[config.mk]
export PLATFORM = sky130hd
export DESIGN_NAME = ps2_scancode_rx_flat
export DESIGN_NICKNAME = d
export VERILOG_FILES = /design/src/rtl/ps2_pkg.sv /design/src/rtl/ps2_scancode_rx_if.sv /design/src/rtl/ps2_sync_edge.sv /design/src/rtl/ps2_scancode_rx.sv /design/src/flat_wrapper.sv
export SDC_FILE = /design/constraint.sdc
export NUM_CORES = 1
export LEC_CHECK = 0
export BUFFER_PORTS_ARGS = -buffer_cell sky130_fd_sc_hd__buf_2
export CAP_MARGIN = 0
export CORE_MARGIN = 10
export CORE_UTILIZATION = 50
export CTS_CLUSTER_SIZE = 10
export DETAILED_ROUTE_END_ITERATION = 8
export PLACE_DENSITY = 0.73
export SETUP_SLACK_MARGIN = 0.3
export SYNTH_ARGS = -nofsm -noshare
export SYNTH_HDL_FRONTEND = slang
export SYNTH_SLANG_ARGS = --single-unit
[constraint.sdc]
create_clock -name CLOCK_50 -period 1.84 [get_ports CLOCK_50]
set_input_delay 0 -clock CLOCK_50 [delete_from_list [all_inputs] [get_ports CLOCK_50]]
set_output_delay 0 -clock CLOCK_50 [all_outputs]
set_load 0.005 [all_outputs]
[src/rtl/ps2_pkg.sv]
// Shared PS/2 scan-code constants and frame FSM encoding.
// Used by the receiver and by anything that decodes its output.
package ps2_pkg;

  localparam logic [7:0] SC_BREAK = 8'hF0;
  localparam logic [7:0] SC_EXT   = 8'hE0;
  localparam logic [7:0] SC_KEY_A = 8'h1C;
  localparam logic [7:0] SC_KEY_D = 8'h23;

  typedef logic [1:0] state_t;
  localparam state_t ST_IDLE   = 2'd0;
  localparam state_t ST_DATA   = 2'd1;
  localparam state_t ST_PARITY = 2'd2;
  localparam state_t ST_STOP   = 2'd3;

  // Odd parity: data bits plus parity bit must contain an odd number of ones.
  function automatic logic odd_parity_ok(input logic [7:0] data, input logic par);
    return ^{data, par};
  endfunction

endpackage

[src/rtl/ps2_scancode_rx_if.sv]
// Decoded scan-code bus from the PS/2 receiver to its consumer.
// No backpressure: code_valid/frame_error are fire-and-forget strobes.
interface ps2_scancode_rx_if;

  logic [7:0] scan_code;
  logic       code_valid;
  logic       code_ext;
  logic       frame_error;

  modport master (output scan_code, output code_valid, output code_ext, output frame_error);
  modport slave  (input  scan_code, input  code_valid, input  code_ext, input  frame_error);

endinterface

[src/rtl/ps2_sync_edge.sv]
// 2-FF synchronizer for PS2 clock/data plus registered clock falling-edge detect; 3 cycles pin-to-fall.
// No backpressure: fall is a one-cycle pulse, dat is aligned with it.
module ps2_sync_edge (
  input  logic CLOCK_50,
  input  logic reset,
  input  logic ps2_clk,
  input  logic ps2_dat,
  output logic fall,
  output logic dat
);

  logic clk_s1, clk_s2, clk_s3;
  logic dat_s1, dat_s2;

  always_ff @(posedge CLOCK_50) begin
    if (reset) begin
      clk_s1 <= 1'b1;
      clk_s2 <= 1'b1;
      clk_s3 <= 1'b1;
      dat_s1 <= 1'b1;
      dat_s2 <= 1'b1;
      fall   <= 1'b0;
      dat    <= 1'b1;
    end else begin
      clk_s1 <= ps2_clk;
      clk_s2 <= clk_s1;
      clk_s3 <= clk_s2;
      dat_s1 <= ps2_dat;
      dat_s2 <= dat_s1;
      // Data is registered alongside the edge so the FSM sees both in the same cycle.
      fall   <= clk_s3 & ~clk_s2;
      dat    <= dat_s2;
    end
  end

endmodule

[src/rtl/ps2_scancode_rx.sv]
// PS/2 keyboard frame receiver with break/extended filtering; code_valid 4 cycles after the stop-bit edge.
// No backpressure: each delivered make code is a single-cycle strobe the consumer must take.
module ps2_scancode_rx
  import ps2_pkg::*;
#(
  parameter int TIMEOUT_CYCLES = 50000,
  parameter bit FILTER_BREAK   = 1'b1
) (
  input  logic               CLOCK_50,
  input  logic               reset,
  input  logic               PS2_CLK,
  input  logic               PS2_DAT,
  ps2_scancode_rx_if.master  kb
);

  localparam logic [17:0] TMO = 18'(TIMEOUT_CYCLES);

  logic        fall, dat;
  state_t      state;
  logic [2:0]  bit_cnt;
  logic [7:0]  shreg;
  logic        par_bit;
  logic [17:0] tcnt;
  logic        ext_pending, brk_pending;
  logic [7:0]  scan_code_q;
  logic        code_valid_q, code_ext_q, frame_error_q;

  ps2_sync_edge u_sync (
    .CLOCK_50 (CLOCK_50),
    .reset    (reset),
    .ps2_clk  (PS2_CLK),
    .ps2_dat  (PS2_DAT),
    .fall     (fall),
    .dat      (dat)
  );

  always_ff @(posedge CLOCK_50) begin
    if (reset) begin
      state         <= ST_IDLE;
      bit_cnt       <= 3'd0;
      shreg         <= 8'h00;
      par_bit       <= 1'b0;
      tcnt          <= 18'd0;
      ext_pending   <= 1'b0;
      brk_pending   <= 1'b0;
      scan_code_q   <= 8'h00;
      code_valid_q  <= 1'b0;
      code_ext_q    <= 1'b0;
      frame_error_q <= 1'b0;
    end else begin
      code_valid_q  <= 1'b0;
      frame_error_q <= 1'b0;

      if (state == ST_IDLE || fall) tcnt <= 18'd0;
      else                          tcnt <= tcnt + 18'd1;

      // A stalled keyboard mid-frame abandons the frame and any pending prefix.
      if (state != ST_IDLE && !fall && tcnt == TMO) begin
        state         <= ST_IDLE;
        frame_error_q <= 1'b1;
        ext_pending   <= 1'b0;
        brk_pending   <= 1'b0;
        tcnt          <= 18'd0;
      end else if (fall) begin
        case (state)
          ST_IDLE: begin
            if (!dat) begin
              state   <= ST_DATA;
              bit_cnt <= 3'd0;
            end
          end
          ST_DATA: begin
            shreg   <= {dat, shreg[7:1]};
            bit_cnt <= bit_cnt + 3'd1;
            if (bit_cnt == 3'd7) state <= ST_PARITY;
          end
          ST_PARITY: begin
            par_bit <= dat;
            state   <= ST_STOP;
          end
          default: begin
            state <= ST_IDLE;
            if (dat && odd_parity_ok(shreg, par_bit)) begin
              if (shreg == SC_EXT) begin
                ext_pending <= 1'b1;
              end else if (FILTER_BREAK && shreg == SC_BREAK) begin
                brk_pending <= 1'b1;
              end else if (brk_pending) begin
                brk_pending <= 1'b0;
                ext_pending <= 1'b0;
              end else begin
                scan_code_q  <= shreg;
                code_ext_q   <= ext_pending;
                code_valid_q <= 1'b1;
                ext_pending  <= 1'b0;
              end
            end else begin
              frame_error_q <= 1'b1;
              ext_pending   <= 1'b0;
              brk_pending   <= 1'b0;
            end
          end
        endcase
      end
    end
  end

  assign kb.scan_code   = scan_code_q;
  assign kb.code_valid  = code_valid_q;
  assign kb.code_ext    = code_ext_q;
  assign kb.frame_error = frame_error_q;

endmodule
[src/flat_wrapper.sv]
// flat-port wrapper written by rule: the top's interface ports become plain ports
module ps2_scancode_rx_flat import ps2_pkg::*;
#(
  parameter int TIMEOUT_CYCLES = 50000,
  parameter bit FILTER_BREAK   = 1'b1
)
  (CLOCK_50, reset, PS2_CLK, PS2_DAT, kb_scan_code, kb_code_valid, kb_code_ext, kb_frame_error);
  ps2_scancode_rx_if kb_i ();
  input  logic CLOCK_50;
  input  logic reset;
  input  logic PS2_CLK;
  input  logic PS2_DAT;
  output wire logic [$bits(kb_i.scan_code)-1:0] kb_scan_code;
  output wire logic [$bits(kb_i.code_valid)-1:0] kb_code_valid;
  output wire logic [$bits(kb_i.code_ext)-1:0] kb_code_ext;
  output wire logic [$bits(kb_i.frame_error)-1:0] kb_frame_error;
  assign kb_scan_code = kb_i.scan_code;
  assign kb_code_valid = kb_i.code_valid;
  assign kb_code_ext = kb_i.code_ext;
  assign kb_frame_error = kb_i.frame_error;
  ps2_scancode_rx #(.TIMEOUT_CYCLES(TIMEOUT_CYCLES), .FILTER_BREAK(FILTER_BREAK)) u_core (.CLOCK_50(CLOCK_50), .reset(reset), .PS2_CLK(PS2_CLK), .PS2_DAT(PS2_DAT), .kb(kb_i));
endmodule
==> impl_metrics.csv <==
group,metric,value,unit
timing,final_period_util,98.91,%
global_routing,overflow,0,
timing,final_skew,8.130,ps
finish,number_of_nets_in_the_finished_design,313,
synthesis,ys_seq_area_share,45.12,%
synthesis,yosys_register_bits,52,
power,power.internal,1.492,mW
global_routing,grt_pass1_vias,1694,
synthesis,ys_async_sr_fraction,0,%
setup_path,rr_endpoint,"u_core.tcnt[9]",
placement,place.gp.congestion,0.7746,
power,comb_power_share,2.8,%
timing,total_negative_setup_slacks,0,ps
synthesis,synth_flop_cell,"sky130_fd_sc_hd__dfxtp_1",
power,clock_share_of_power,36.6,%
timing,setup_repair_after_global_routing_missed_its_margin,"yes",
setup_path,critPathLaunchType,"register",
global_routing,grt.total_usage,12.55,%
timing,report.final.slew_viol_count,0,
setup_path,path_class,"reg2reg",
floorplanning,io_pins,15,
routing,avgRoutedWirePerCell,14.76,um
cts,clkSlewWorstSetupHoldPaths,90,ps
cts,cts_buffer_depth,2,
global_routing,grt_first_pass_wirelength,7.893,mm
finish,register_area,1052,um2
power,switching_power,0.3752,mW
finish,drive_gt1_share,33.22,%
placement,io_buffer_count,14,
floorplanning,core-area,4414,um2
floorplanning,core.rowCount,24,
routing,detail_route.iter0.violations,157,
timing,max_slew.worst_pin.slew,402.9,ps
setup_path,cp.arrival,2050,ps
placement,place_ws,44.94,ps
cts,h_tree_levels,2,
worst_hold_path,source_of_the_worst_hold_timing_path,"reset",
timing,finalHoldViolCount,0,
worst_hold_path,holdPathEnd,"u_core.bit_cnt[0]",
power,power_per_cell_area,609.5,nW/um2
synthesis,synth.lib_cells_used.distinct,36,
cts,clk_latency,300,ps
floorplanning,die-area,7732,um2
timing,post-route-min-period,1820,ps
routing,route.vias.total,1864,
worst_hold_path,timing.hold.worst.class,"in2reg",
synthesis,mappedNetlistNets,268,
floorplanning,die_x,87.93,um
finish,antennaDiodeCount,0,
cts,tritoncts_num_sinks,52,
synthesis,synth_edf_count,0,
placement,hpwlAfterDp,2.885,mm
global_routing,grt_start_max_net_pins,38,
timing,clock.fmax,0.5495,GHz
routing,drt.antenna.violating_nets,0,
finish,fin_util,69.39,%
routing,via_per_inst,5.280,
setup_path,ff2ff_path_depth,10,
global_routing,antenna_found_initial,0,
setup_path,r2r-start,"u_core.tcnt[0]",
synthesis,synth_area_per_cell,9.013,um2
synthesis,synth_warnings,0,
synthesis,syn-instance-count,256,
power,sw_frac_of_total,20.10,%
power,p_leak,1.126,nW
routing,remaining_drc_errors,0,
floorplanning,starting_density,52.27,%
setup_path,endpoint_kind,"register",
power,irDropWorstVdd,0.4971,mV
timing,slew_headroom,72.94,%
floorplanning,die_y,87.93,um
outcome,outcome,"finished, final reports clean",
finish,area.growth.synth_to_final,32.75,%
routing,firstDrtPassIters,4,
cts,clock_tree_from_tritoncts,"built",
cts,numCtsBuffers,5,
setup_path,cp.required,2070,ps
job,cap_viol_max_count,0,
setup_path,reg2reg_slack,20,ps
finish,final.fill_count,294,
timing,finalSetupViolCount,0,
worst_hold_path,worstHoldPathCells,3,
synthesis,synth.cell_area,2307,um2
cts,cts.root.buffer_cell,"sky130_fd_sc_hd__clkbuf_8",
finish,number_of_cells_in_the_finished_layout_apart_from_fillers,353,
timing,worst_slack,20.15,ps
placement,total_placed_cells_including_tap_cells,324,
routing,wirelength,5.212,mm
power,sequentialPowerShare,60.6,%
finish,combined_area_of_the_multi_input_logic_cells,1368,um2
setup_path,critical_path.max_fanout,5,
==> flip-flops by register name, indices dropped and copies added, names as in the netlist <==
name                   count
u_core.state               2
u_core.kb.frame_error      1
u_core.ext_pending         1
u_core.kb.code_ext         1
u_core.shreg               8
u_core.bit_cnt             3
u_core.u_sync.clk_s3       1
u_core.brk_pending         1
u_core.kb.code_valid       1
u_core.kb.scan_code        8
u_core.par_bit             1
u_core.u_sync.fall         1
u_core.u_sync.dat_s1       1
u_core.u_sync.clk_s2       1
u_core.u_sync.clk_s1       1
u_core.u_sync.dat_s2       1
u_core.u_sync.dat          1
u_core.tcnt               18
==> Yosys cell counts (2+ instances only) <==
library cell | count | share of area [%]
sky130_fd_sc_hd__a21oi_1 | 11 | 2.4
sky130_fd_sc_hd__a31oi_1 | 2 | 0.54
sky130_fd_sc_hd__a32oi_1 | 2 | 0.76
sky130_fd_sc_hd__buf_6 | 2 | 0.98
sky130_fd_sc_hd__clkbuf_1 | 6 | 0.98
sky130_fd_sc_hd__dfxtp_1 | 52 | 45
sky130_fd_sc_hd__ha_1 | 8 | 4.3
sky130_fd_sc_hd__inv_1 | 9 | 1.5
sky130_fd_sc_hd__mux2i_1 | 10 | 4.3
sky130_fd_sc_hd__nand2_1 | 22 | 3.6
sky130_fd_sc_hd__nand2b_1 | 17 | 4.6
sky130_fd_sc_hd__nand3_1 | 19 | 4.1
sky130_fd_sc_hd__nand4_1 | 7 | 1.9
sky130_fd_sc_hd__nor2_1 | 35 | 5.7
sky130_fd_sc_hd__nor3_1 | 4 | 0.87
sky130_fd_sc_hd__nor4_1 | 2 | 0.54
sky130_fd_sc_hd__nor4bb_1 | 2 | 0.87
sky130_fd_sc_hd__o21ai_0 | 5 | 1.1
sky130_fd_sc_hd__or2_2 | 6 | 1.6
sky130_fd_sc_hd__xnor2_1 | 10 | 3.8
sky130_fd_sc_hd__xor2_1 | 10 | 3.8
==> logic make-up (layout without fill, tap and decap cells) <==
logic type / count (synthesis) / count (layout) / share of synthesized area, %
and+or+nand+nor: 121 / 121 / 26.30
DFF: 52 / 52 / 45.12
AOI/OAI and AO/OA: 23 / 23 / 5.911
xor gates and xnor gates: 23 / 23 / 10.03
buffers and inverters: 19 / 64 / 3.958
muxes: 10 / 10 / 4.339
adders and majority gates: 8 / 8 / 4.339
==> metal layers <==
layer	share of wire [%]	up-vias	global-route usage, %
met4	1.2	0	3.043
met3	5.1	6	4.550
met5	0	-	0
met2	48	53	19.25
met1	45	863	16.36
li1	-	942	-
==> how the worst max path moves through the flow <==
stage / startpoint / end / slack [ps] / cells after the start
global route: u_core.tcnt[0] / u_core.tcnt[16] / -50 / 10
floorplan: u_core.state[1] / u_core.tcnt[0] / 120 / 9
detailed placement: u_core.tcnt[1] / u_core.tcnt[17] / 40 / 8
CTS: u_core.tcnt[0] / u_core.tcnt[16] / 100 / 10
finish: u_core.tcnt[0] / u_core.tcnt[9] / 20 / 10
global placement: u_core.tcnt[1] / u_core.tcnt[2] / 100 / 8
==> cell usage in the layout, fill, tap and decap left out, types with 2 or more instances in the layout <==
cell type	netlist	routed
sky130_fd_sc_hd__dfxtp_1	52	45
sky130_fd_sc_hd__nand2_1	22	22
sky130_fd_sc_hd__nor2_1	35	21
sky130_fd_sc_hd__buf_4	1	20
sky130_fd_sc_hd__nand3_1	19	19
sky130_fd_sc_hd__nand2b_1	17	17
sky130_fd_sc_hd__nor2_4	0	14
sky130_fd_sc_hd__buf_2	1	14
sky130_fd_sc_hd__a21oi_1	11	10
sky130_fd_sc_hd__xor2_1	10	10
sky130_fd_sc_hd__mux2i_1	10	10
sky130_fd_sc_hd__xnor2_1	10	9
sky130_fd_sc_hd__inv_1	9	7
sky130_fd_sc_hd__nand4_1	7	7
sky130_fd_sc_hd__clkbuf_8	0	7
sky130_fd_sc_hd__or2_2	6	6
sky130_fd_sc_hd__ha_1	8	6
sky130_fd_sc_hd__buf_6	2	6
sky130_fd_sc_hd__dfxtp_2	0	6
sky130_fd_sc_hd__nor3_1	4	4
sky130_fd_sc_hd__o21ai_1	0	3
sky130_fd_sc_hd__buf_12	0	3
sky130_fd_sc_hd__inv_2	0	2
sky130_fd_sc_hd__nor4_2	0	2
sky130_fd_sc_hd__a31oi_1	2	2
sky130_fd_sc_hd__xnor2_2	1	2
sky130_fd_sc_hd__a32oi_1	2	2
sky130_fd_sc_hd__o21ai_0	5	2
sky130_fd_sc_hd__buf_16	0	2
sky130_fd_sc_hd__dlygate4sd3_1	0	2
==> power by group through the flow <==
stage	Sequential [mW]	Combinational (mW)	Clock, mW
floorplan	1.16	0.0241	0
global placement	1.16	0.0353	0
detailed placement	1.16	0.0355	0
CTS	1.13	0.0490	0.698
global route	1.13	0.0557	0.751
finish	1.13	0.0516	0.684
==> metrics by stage <==
step	hold slack [ps]	power [mW]	cell area, um2
6_report	196.6	1.867	3063
5_1_grt	199.1	1.939	3063
4_1_cts	176.3	1.879	2872
3_5_place_dp	185.9	1.194	2505
3_3_place_gp	183.9	1.194	2505
2_1_floorplan	103.8	1.183	2335
==> area by class of cell <==
cell class / count / share of cell area [%]
Sequential cell: 52 / 34.35
Timing Repair Buffer: 48 / 14.62
Inverter: 9 / 1.103
Tap cell: 52 / 2.124
Multi-Input combinational cell: 185 / 44.65
Clock buffer: 7 / 3.145
==> repair_timing <==
item / CTS / global route
gates resized for setup: 21 / 37
gates cloned: 2 / 2
endpoints found under the hold margin: 2 / 0
setup buffers: 14 / 2
pin swaps: 11 / 5
hold buffers: 2 / 0
endpoints found under the setup margin: 33 / 37
==> critical path: stages, from the launching register on <==
cell	delay, ps
sky130_fd_sc_hd__dfxtp_2	350
sky130_fd_sc_hd__inv_1	50
sky130_fd_sc_hd__ha_2	170
sky130_fd_sc_hd__nor4b_4	130
sky130_fd_sc_hd__nand4_1	150
sky130_fd_sc_hd__o21bai_2	80
sky130_fd_sc_hd__or3_4	360
sky130_fd_sc_hd__buf_12	150
sky130_fd_sc_hd__buf_12	120
sky130_fd_sc_hd__buf_16	120
sky130_fd_sc_hd__nor2_1	80
No activity file was read; power rests on OpenSTA's default activity.
